## src/rtl/uart_word_tx.sv

```systemverilog
// UART word transmitter: serialises a 32-bit word as four 8N1 bytes, LSB byte first.
// The next byte's start bit follows its predecessor's stop bit with no idle gap.
module uart_word_tx #(
  parameter int unsigned CLKS_PER_BIT = 200
) (
  input  logic        clk,
  input  logic        fpga_rst,
  input  logic [31:0] tx_word,
  input  logic        tx_valid,
  output logic        tx_ready,
  output logic        tx_done,
  output logic        tx
);

  localparam int unsigned CNT_W    = 16;
  localparam int unsigned WORD_W   = 32;
  localparam logic [CNT_W-1:0] BIT_LAST = CNT_W'(CLKS_PER_BIT - 1);
  localparam logic [CNT_W-1:0] DONE_AT  = CNT_W'(CLKS_PER_BIT - 2);

  typedef enum logic [1:0] {IDLE, START, DATA, STOP} state_t;

  state_t             state;
  logic [CNT_W-1:0]   bit_cnt;
  logic [2:0]         bit_idx;
  logic [1:0]         byte_idx;
  logic [WORD_W-1:0]  shreg;

  logic bit_end_c;
  assign bit_end_c = (bit_cnt == BIT_LAST);

  always_ff @(posedge clk) begin
    if (fpga_rst) begin
      state    <= IDLE;
      bit_cnt  <= '0;
      bit_idx  <= '0;
      byte_idx <= '0;
      shreg    <= '0;
      tx       <= 1'b1;
      tx_ready <= 1'b1;
      tx_done  <= 1'b0;
    end else begin
      tx_done <= 1'b0;
      case (state)
        IDLE: begin
          tx      <= 1'b1;
          bit_cnt <= '0;
          // tx_ready is always high here, so tx_valid alone marks acceptance
          if (tx_valid) begin
            shreg    <= tx_word;
            state    <= START;
            tx       <= 1'b0;
            tx_ready <= 1'b0;
            bit_idx  <= '0;
            byte_idx <= '0;
          end
        end

        START: begin
          if (bit_end_c) begin
            bit_cnt <= '0;
            bit_idx <= '0;
            state   <= DATA;
            tx      <= shreg[0];
          end else begin
            bit_cnt <= bit_cnt + CNT_W'(1);
          end
        end

        DATA: begin
          if (bit_end_c) begin
            bit_cnt <= '0;
            // Shifting once per data bit leaves the next byte in bits 7:0 after eight bits
            shreg   <= {1'b0, shreg[WORD_W-1:1]};
            if (bit_idx == 3'd7) begin
              state <= STOP;
              tx    <= 1'b1;
            end else begin
              bit_idx <= bit_idx + 3'd1;
              tx      <= shreg[1];
            end
          end else begin
            bit_cnt <= bit_cnt + CNT_W'(1);
          end
        end

        STOP: begin
          // Registered one cycle early so the pulse lands on the final stop-bit cycle
          if (byte_idx == 2'd3 && bit_cnt == DONE_AT) begin
            tx_done <= 1'b1;
          end
          if (bit_end_c) begin
            bit_cnt <= '0;
            if (byte_idx == 2'd3) begin
              state    <= IDLE;
              tx_ready <= 1'b1;
              byte_idx <= '0;
            end else begin
              byte_idx <= byte_idx + 2'd1;
              bit_idx  <= '0;
              state    <= START;
              tx       <= 1'b0;
            end
          end else begin
            bit_cnt <= bit_cnt + CNT_W'(1);
          end
        end

        default: begin
          state    <= IDLE;
          tx       <= 1'b1;
          tx_ready <= 1'b1;
        end
      endcase
    end
  end

endmodule
```

## config.mk

```make
export PLATFORM = sky130hd
export DESIGN_NAME = uart_word_tx
export DESIGN_NICKNAME = d
export VERILOG_FILES = /design/src/rtl/uart_word_tx.sv
export SDC_FILE = /design/constraint.sdc
export NUM_CORES = 1
export LEC_CHECK = 0
export CORE_ASPECT_RATIO = 0.5
export CORE_MARGIN = 4
export CORE_UTILIZATION = 50
export CTS_BUF_LIST = sky130_fd_sc_hd__clkbuf_4 sky130_fd_sc_hd__clkbuf_8
export DETAILED_ROUTE_END_ITERATION = 8
export PLACE_DENSITY_LB_ADDON = 0.3
export SYNTH_ARGS = -nofsm -noshare
export SYNTH_HDL_FRONTEND = slang
export SYNTH_SLANG_ARGS = --single-unit
```

## constraint.sdc

```tcl
create_clock -name clk -period 3 [get_ports clk]
set_input_delay 0.45 -clock clk [delete_from_list [all_inputs] [get_ports clk]]
set_output_delay 0.45 -clock clk [all_outputs]
set_load 0.03 [all_outputs]
```

Word-level counts from Yosys, hierarchy flattened
Cells that the tools add are included.
{"block": "word_totals", "in_bits": 35, "ramBits": 0, "latchBits": 0, "word_cells": 74, "reg_bits": 58, "output_inout_bits": 3, "memories": 0, "romBits": 0}
{"block": "classes", "n_lt_le_gt_ge": 0, "n_eq_ne": 15, "n_addsub": 3, "reduce_logical": 12, "n_bitwise": 1, "n_mux": 35, "multipliers": 0, "div_mod_pow": 0, "shift": 0}
{"op": "32-bit 2-to-1 mux", "n": 2}
{"op": "32-bit one-hot mux with 2 select lines", "n": 1}
{"op": "16-bit by 8-bit == test with 1-bit output (second input constant)", "n": 2}
{"op": "16-bit one-hot mux with 2 select lines", "n": 1}
{"op": "3-bit 2-to-1 mux", "n": 6}
{"op": "16-bit by 1-bit adder with 16-bit output (second input constant)", "n": 1}
{"op": "16-bit 2-to-1 mux", "n": 1}
{"op": "2-bit 2-to-1 mux", "n": 8}
{"op": "2-bit != test (second input constant)", "n": 8}
{"op": "3-bit one-hot mux with 4 select lines", "n": 1}
{"op": "1-bit 2-to-1 mux", "n": 11}
{"op": "2-bit one-hot mux with 4 select lines", "n": 1}
{"op": "4-bit AND reduction", "n": 2}
{"op": "2-bit == test (second input constant)", "n": 3}
{"op": "3-bit AND reduction", "n": 2}
{"op": "6-bit AND reduction", "n": 1}
{"op": "5-bit AND reduction", "n": 1}
{"op": "1-bit one-hot mux with 4 select lines", "n": 1}
{"op": "2-bit one-hot mux with 2 select lines", "n": 1}
{"op": "2-bit nonzero test", "n": 2}
{"op": "3-bit by 1-bit adder with 3-bit output (second input constant)", "n": 1}
{"op": "3-bit == test (second input constant)", "n": 1}
{"op": "3-bit OR reduction", "n": 1}
{"op": "2-bit by 1-bit adder with 2-bit output (second input constant)", "n": 1}
{"op": "6 further kinds", "n": 6}

Longest topological paths before layout
{"block": "logic_depth", "depth_word": 4, "mapped_depth": 8}

Worst setup path after synthesis
OpenSTA, ideal clock, no wires.
{"block": "synth_timing", "path_kind": "register to register", "from": "register bit_cnt[12]", "to": "register bit_idx[0]", "t_arrival_ps": 2110, "period_less_slack_ps": 2233, "stages_incl_launch_ff": 7, "setup_ps": 123, "path_slack_ps": 767, "cell_sequence": "dfxtp_1 > or4_1 > or4_1 > buf_2 > o21ai_1 > a21oi_1 > mux2_1"}
{"block": "synth_via", "elab_chain_cells": 3, "word_cells_on_any_way": 5}
{"element": "from (decl)", "line_no": "23", "rtl": "logic [CNT_W-1:0] bit_cnt;"}
{"element": "from (signal assigned)", "line_no": "65", "rtl": "bit_cnt <= bit_cnt + CNT_W'(1);"}
{"element": "from (signal assigned)", "line_no": "82", "rtl": "bit_cnt <= bit_cnt + CNT_W'(1);"}
{"element": "from (signal assigned)", "line_no": "104", "rtl": "bit_cnt <= bit_cnt + CNT_W'(1);"}
{"element": "16-bit by 8-bit == test with 1-bit output (*)", "line_no": "29", "rtl": "assign bit_end_c = (bit_cnt == BIT_LAST);"}
{"element": "2-bit != test (no line)"}
{"element": "6-bit AND reduction (no line) (*)"}
{"element": "to (signal assigned)", "line_no": "78", "rtl": "bit_idx <= bit_idx + 3'd1;"}
{"element": "to (decl)", "line_no": "24", "rtl": "logic [2:0] bit_idx;"}
Mark *: on every way between the ends. The rest lies on a longest branch, timed or not.
A chain may end at the register's enable or synchronous reset.

Worst setup path after layout
{"block": "layout_timing", "from": "register bit_cnt[2]", "to": "register shreg[1]"}
{"block": "layout_via", "elab_chain_cells": 3}
{"element": "16-bit by 8-bit == test with 1-bit output", "line_no": "29"}
{"element": "2-bit != test (no line)"}
{"element": "3-bit AND reduction (no line)"}
{"element": "to (signal assigned)", "line_no": "49", "rtl": "shreg <= tx_word;"}
{"element": "to (signal assigned)", "line_no": "73", "rtl": "shreg <= {1'b0, shreg[WORD_W-1:1]};"}
{"element": "to (decl)", "line_no": "26", "rtl": "logic [WORD_W-1:0] shreg;"}
Every way passes these cells.

==> flow_summary.toml <==
[logic_synthesis]
synth.avg_cell_area_um2 = 8.635
async_reset_ff_share_pct = 0
synth_cells = 294
synth_area_leader_cell = "dfxtp_1"
ys_ff_latch = 58
yosys-top-cells-area = "dfxtp_1 (46%), a22oi_1 (9.2%), a21oi_1 (6.9%)"
synth.distinct_cells = 37
post_synth_instance_area_um2 = 2539
synth-main-ff-cell = "dfxtp_1"
synth_edf_count = 0
synth_fp_nets = 339
synth-warning-count = 0
yosysTopAreaCellShare_pct = 45.74
ys_seq_area_share_pct = 45.74

[clock_tree]
insertion_delay_ns = 0.33
clk_path_buf_depth = 2
cts_tree = "yes"
hold_buffers = 0
cts-root-buf = "clkbuf_8"
cts_resized = 0
htree_levels = 3
path_clk_slew_ns = 0.06
cts.sinks = 58
post_cts_buffers = 0
cts_buffers = 9

[global_route]
antenna_found_initial = 0
grt_first_pass_wirelength_mm = 9.335
use_met1_pct = 23.22
grt_use_total_pct = 18.65
grt_pass1_vias = 2055
grt_max_degree = 33
grt-busiest-layer = "met2"
use_met3_pct = 6.681
grt-ovfl-total = 0
met2_usage_pct = 30.55

[pwr]
pwr-share-seq_pct = 40.5
max-vdd-ir-drop_mv = 0.3751
netSwitchingPower_mw = 0.8158
p_leak_nw = 1.155
swShare_pct = 33.55
power_density_nw_per_um2 = 764.0
p_clk_share_pct = 28.9
internal_power_mw = 1.616
power_frac_comb_pct = 30.6

[run_status]
outcome = "completed"

[final_layout]
area_growth_syn_to_layout_pct = 25.38
diodes = 0
layout-drive-gt1-share_pct = 7.988
final_nets = 378

[routing]
num_vias = 2210
route.detailed.drc = 0
drt-pass1-iter-count = 4
antenna_left = 0
post_drt_wl_per_cell_um = 13.61
vias_per_cell = 5.470
drt_wl_total_mm = 5.497
drtIter0Drc = 171

[floorplanning]
fp.dieH_um = 58.39
initial_utilization_pct = 54.75
ios = 38
design.die.area_um2 = 6351
core_area_um2 = 4637
rows = 17
die_w_um = 108.8

[critical_path]
cp-end-kind = "flip-flop"
r2r_slack_ns = 0.46
crit_start = "bit_cnt[2]"
start_kind = "flip-flop"
slowest_stage = "or4_1"
timing.rr.end = "shreg[1]"
crit_required_ns = 3.27
rr_worst_depth = 6
crit_chain = "or4b_1, or4_1, nor3_4, buf_4, a22oi_1, a21oi_1"
path_class = "flip-flop to flip-flop"
cpPeakStageDelay_ns = 0.68
reg2reg_from = "bit_cnt[2]"
critPathArrivalTime_ns = 2.80
cp_max_fo = 31

[sta]
fin_skew_ns = 0.008419
min_period_ns = 2.536
tightestPinTransition_ns = 0.5580
grt_setup_unrepaired = "false"
fin_crit_sh_pct = 84.54
setup_violations = 0
fmax_mhz = 394.3
worst_slack_ns = 0.4637
fin_setup_tns_ns = 0
slew-limit-headroom_pct = 62.80
maxSlewViolCount = 0
hold_viol = 0

[min_path]
hold_class = "flip-flop to flip-flop"
hold_path_depth = 2
whs_endpoint = "shreg[7]"
worstHoldStart = "shreg[7]"

[placed_design]
io_buffers = 37
place_ws_ns = 0.4938
dpl.hpwl_mm = 3.860
gp_congestion = 0.8790

[flow_run]
maxCapViolations = 0
-- Yosys cell counts (2+ instances only) --
library cell	count
nor3_1	4
a22o_1	2
nand3_1	7
o211ai_1	2
o21ai_1	2
nand2_1	40
dfxtp_1	58
a31oi_1	2
and3_1	2
nor4_1	3
o21ai_0	7
clkbuf_1	11
buf_2	5
a211oi_1	2
nor2_1	26
xor2_1	7
nand4_1	4
xnor2_1	6
a22oi_1	31
ha_1	10
or4_1	3
or3_1	3
and2_1	2
inv_1	8
a21oi_1	35
-- cell usage in the layout (no fill, tap or decap), drive strengths merged, types with 2 or more instances in the layout --
cell type,count
or4,3
a31oi,2
clkbuf,11
inv,8
o21ai,9
nand4,4
xor2,7
or3,3
clkinv,4
ha,10
a22o,2
nor4,3
a22oi,31
xnor2,6
nor3,5
nand3,7
and2,2
a21oi,35
nand2,40
o211ai,2
nor2,26
a211oi,2
clkdlybuf4s50,37
and3,2
buf,7
dfxtp,58
-- power by group through the flow --
| stage | registers (mW) | logic [mW] | clock network (mW) |
|---|---|---|---|
| global route | 1.00 | 0.837 | 0.772 |
| detailed placement | 0.999 | 0.737 | 0 |
| finish | 0.984 | 0.745 | 0.703 |
| global placement | 0.994 | 0.719 | 0 |
| floorplan | 0.998 | 0.522 | 0 |
| CTS | 0.983 | 0.744 | 0.724 |
-- how the worst max path moves through the flow --
stage                      end  slack (ns)  cells past startpoint
finish                shreg[1]        0.46                      6
global route          shreg[2]        0.33                      6
CTS                   shreg[1]        0.46                      6
detailed placement    shreg[1]        0.49                      6
global placement      shreg[1]        0.54                      6
floorplan           bit_idx[0]        0.77                      6
-- layer usage --
layer | part of all wire (%) | vias to the layer above
met3 | 5.4 | 6
li1 | - | 1129
met4 | 0.86 | 0
met1 | 45 | 1037
met5 | 0 | -
met2 | 48 | 38
-- cells by family after synthesis --
family | Yosys count | share of synthesized area, %
AO/OA/AOI/OAI | 87 | 21.49
flip-flops | 58 | 45.74
AND/OR/NAND/NOR | 100 | 18.73
adder cells (fa/ha/maj) | 10 | 4.929
buffers and inverters | 24 | 3.795
multiplexers | 2 | 0.8378
XOR/XNOR | 13 | 4.485
-- registers in the layout, indices dropped and copies added (netlist names) --
name,count
bit_cnt,16
bit_idx,3
byte_idx,2
shreg,32
state,2
tx,1
tx_done,1
tx_ready,1
-- worst max-delay path: cells and delay by family (launching register included) --
family                 cells  cell delay [ns]
DFF                        1             0.41
and+or+nand+nor            3             1.41
AOI/OAI and AO/OA          2             0.32
buffers and inverters      1             0.33
-- metrics by stage --
stage	utilization [%]	hold WS (ns)	area, um2	std cells	power [mW]
2_1_floorplan	-	0.4316	2539	294	1.520
5_1_grt	68.65	0.4710	3183	404	2.611
4_1_cts	68.65	0.4518	3183	404	2.451
6_report	68.65	0.4504	3183	404	2.432
3_3_place_gp	64.36	0.4370	2984	388	1.713
3_5_place_dp	64.36	0.4427	2984	388	1.736
-- final cells by class --
type,count,area (um2)
fillers,413,1454
multi-input cells,212,1287
flip-flops and latches,58,1161
repair buffers,44,422.9
clock buffers,11,145.1
well taps,66,82.58
clock inverters,5,53.80
inverters,8,30.03
Note: power is estimated with default switching activity, not from simulation.
==> variant: new RTL, same flow settings <==
Put one more register stage on the output `tx`, with the module's reset. The value now appears one clock later. The other outputs are not delayed to match.
--- a/src/rtl/uart_word_tx.sv
+++ b/src/rtl/uart_word_tx.sv
@@ -21,2 +21,4 @@
 
+  logic tx_s0;
+
   state_t             state;
@@ -37,3 +39,3 @@
       shreg    <= '0;
-      tx       <= 1'b1;
+      tx_s0    <= 1'b1;
       tx_ready <= 1'b1;
@@ -44,3 +46,3 @@
         IDLE: begin
-          tx      <= 1'b1;
+          tx_s0   <= 1'b1;
           bit_cnt <= '0;
@@ -50,3 +52,3 @@
             state    <= START;
-            tx       <= 1'b0;
+            tx_s0    <= 1'b0;
             tx_ready <= 1'b0;
@@ -62,3 +64,3 @@
             state   <= DATA;
-            tx      <= shreg[0];
+            tx_s0   <= shreg[0];
           end else begin
@@ -75,6 +77,6 @@
               state <= STOP;
-              tx    <= 1'b1;
+              tx_s0 <= 1'b1;
             end else begin
               bit_idx <= bit_idx + 3'd1;
-              tx      <= shreg[1];
+              tx_s0   <= shreg[1];
             end
@@ -100,3 +102,3 @@
               state    <= START;
-              tx       <= 1'b0;
+              tx_s0    <= 1'b0;
             end
@@ -109,3 +111,3 @@
           state    <= IDLE;
-          tx       <= 1'b1;
+          tx_s0    <= 1'b1;
           tx_ready <= 1'b1;
@@ -116,2 +118,10 @@
 
+  always_ff @(posedge clk) begin
+    if (fpga_rst) begin
+      tx <= '0;
+    end else begin
+      tx <= tx_s0;
+    end
+  end
+
 endmodule
Formal check against the unedited RTL: not equivalent (a bounded check fails within 4 cycles, from zero or initial values and one cycle with fpga_rst high).
==> variant against the unedited design <==
Global-route usage shrank 1.4 points; non-clock buffer count shrank 1; critical path depth is the same; sequential power grew 4%; area after synthesis grew 15%; design area grew 10%; wire length grew 3.9%; sequential cell count grew 1; power grew 9.2%; setup slack gained 0.031 ns; combinational power grew 31%; count of clock-buffer cells in the layout grew 3.
==> variant: results (changes against the unedited design) <==
.. list-table::
   :header-rows: 1

   * - Metric
     - Value
   * - Run status
     - completed (unchanged)
   * - Post-detailed-routing wire length
     - 5.71 mm (was 5.50 mm)
   * - Maximum fanout along the worst path
     - 21 (was 31)
   * - Global-route usage over all layers
     - 17.3% (was 18.6%)
   * - Synthesized net count
     - 349 (was 339)
   * - Via count
     - 2276 (was 2210)
   * - Starting DRC count in detailed routing
     - 150 (was 171)
   * - Register area share after synthesis
     - 40.4% (was 45.7%)
   * - Leakage Power
     - 1.17 nW (was 1.16 nW)
   * - Pin count of the biggest net entering global routing
     - 36 (was 33)
   * - Reg2Reg Capture Point
     - shreg[3] (was shreg[1])
   * - Count of different cell masters after synthesis
     - 43 (was 37)
   * - Post-synth top cells
     - 59 x dfxtp_1, 37 x nand2_1, 30 x a21oi_2, 30 x a22oi_2, 26 x nor2_1 (was 58 x dfxtp_1, 40 x nand2_1, 35 x a21oi_1)
   * - Hold path start
     - fpga_rst (was shreg[7])
   * - Wire length of the first global-routing pass
     - 9.47 mm (was 9.34 mm)
   * - Worst min-delay path endpoint
     - bit_idx[0] (was shreg[7])
   * - Fraction of synthesized cell area in xor and xnor cells
     - 4.20% (was 4.48%)
   * - Post-Syn Instances
     - 304 (was 294)
   * - Met2 Wirelength
     - 2.62 mm (was 2.65 mm)
   * - Layout cell share with drive strength beyond 1
     - 25.4% (was 7.99%)
   * - Met3 Use GR
     - 7.16% (was 6.68%)
   * - HP Class
     - input port to register (was register to register)
   * - Cells taking the most area after synthesis
     - dfxtp_1 40%, a22oi_2 13%, a21oi_2 9.0%, nand2_1 4.8%, ha_1 4.3% (was dfxtp_1 46%, a22oi_1 9.2%, a21oi_1 6.9%, nand2_1 5.9%, ha_1 4.9%)
   * - Routed met1 length
     - 2.68 mm (was 2.50 mm)
   * - Adder-cell area share of the yosys netlist
     - 4.28% (was 4.93%)
   * - DP HPWL
     - 3.91 mm (was 3.86 mm)
   * - Mux share of post-synthesis cell area
     - 0.686% (was 0.838%)
   * - Worst hold slack
     - 0.422 ns (was 0.450 ns)
   * - Cells after DPL
     - 399 (was 388)
   * - Largest stage delay on the critical path
     - 0.55 ns (was 0.68 ns)
   * - Number of global-route vias before repair
     - 2146 (was 2055)
   * - Finished Layout Cells
     - 415 (was 404)
   * - Fillers
     - 474 (was 413)
-- variant: where the power goes --
group          internal (mW)  switching, mW
logic                  0.410          0.563
clock network          0.370          0.293
registers              0.921         0.0983
total                   1.70          0.954
-- variant: area by class of cell --
cell class                 count  area share, %
multi-input combinational    219           46.0
sequential                    59           33.6
timing repair buffer          43           12.0
clock buffer                  14           4.95
tap                           73           2.60
inverter                       5          0.534
clock inverter                 2          0.285
-- variant: worst max-delay path, delay by kind of cell (launching register included) --
kind,cells,cell delay (ns)
buffers and inverters,1,0.27
flip-flops,1,0.36
AO/OA/AOI/OAI,2,0.52
AND/OR/NAND/NOR,3,1.20
-- variant: logic make-up (layout without fill, tap and decap cells) --
kind of cell | Yosys count | in the layout
DFF | 59 | 59
buffers and inverters | 26 | 64
muxes | 2 | 2
AOI/OAI and AO/OA | 86 | 86
adders and majority gates | 10 | 10
and+or+nand+nor | 107 | 107
xor gates and xnor gates | 14 | 14
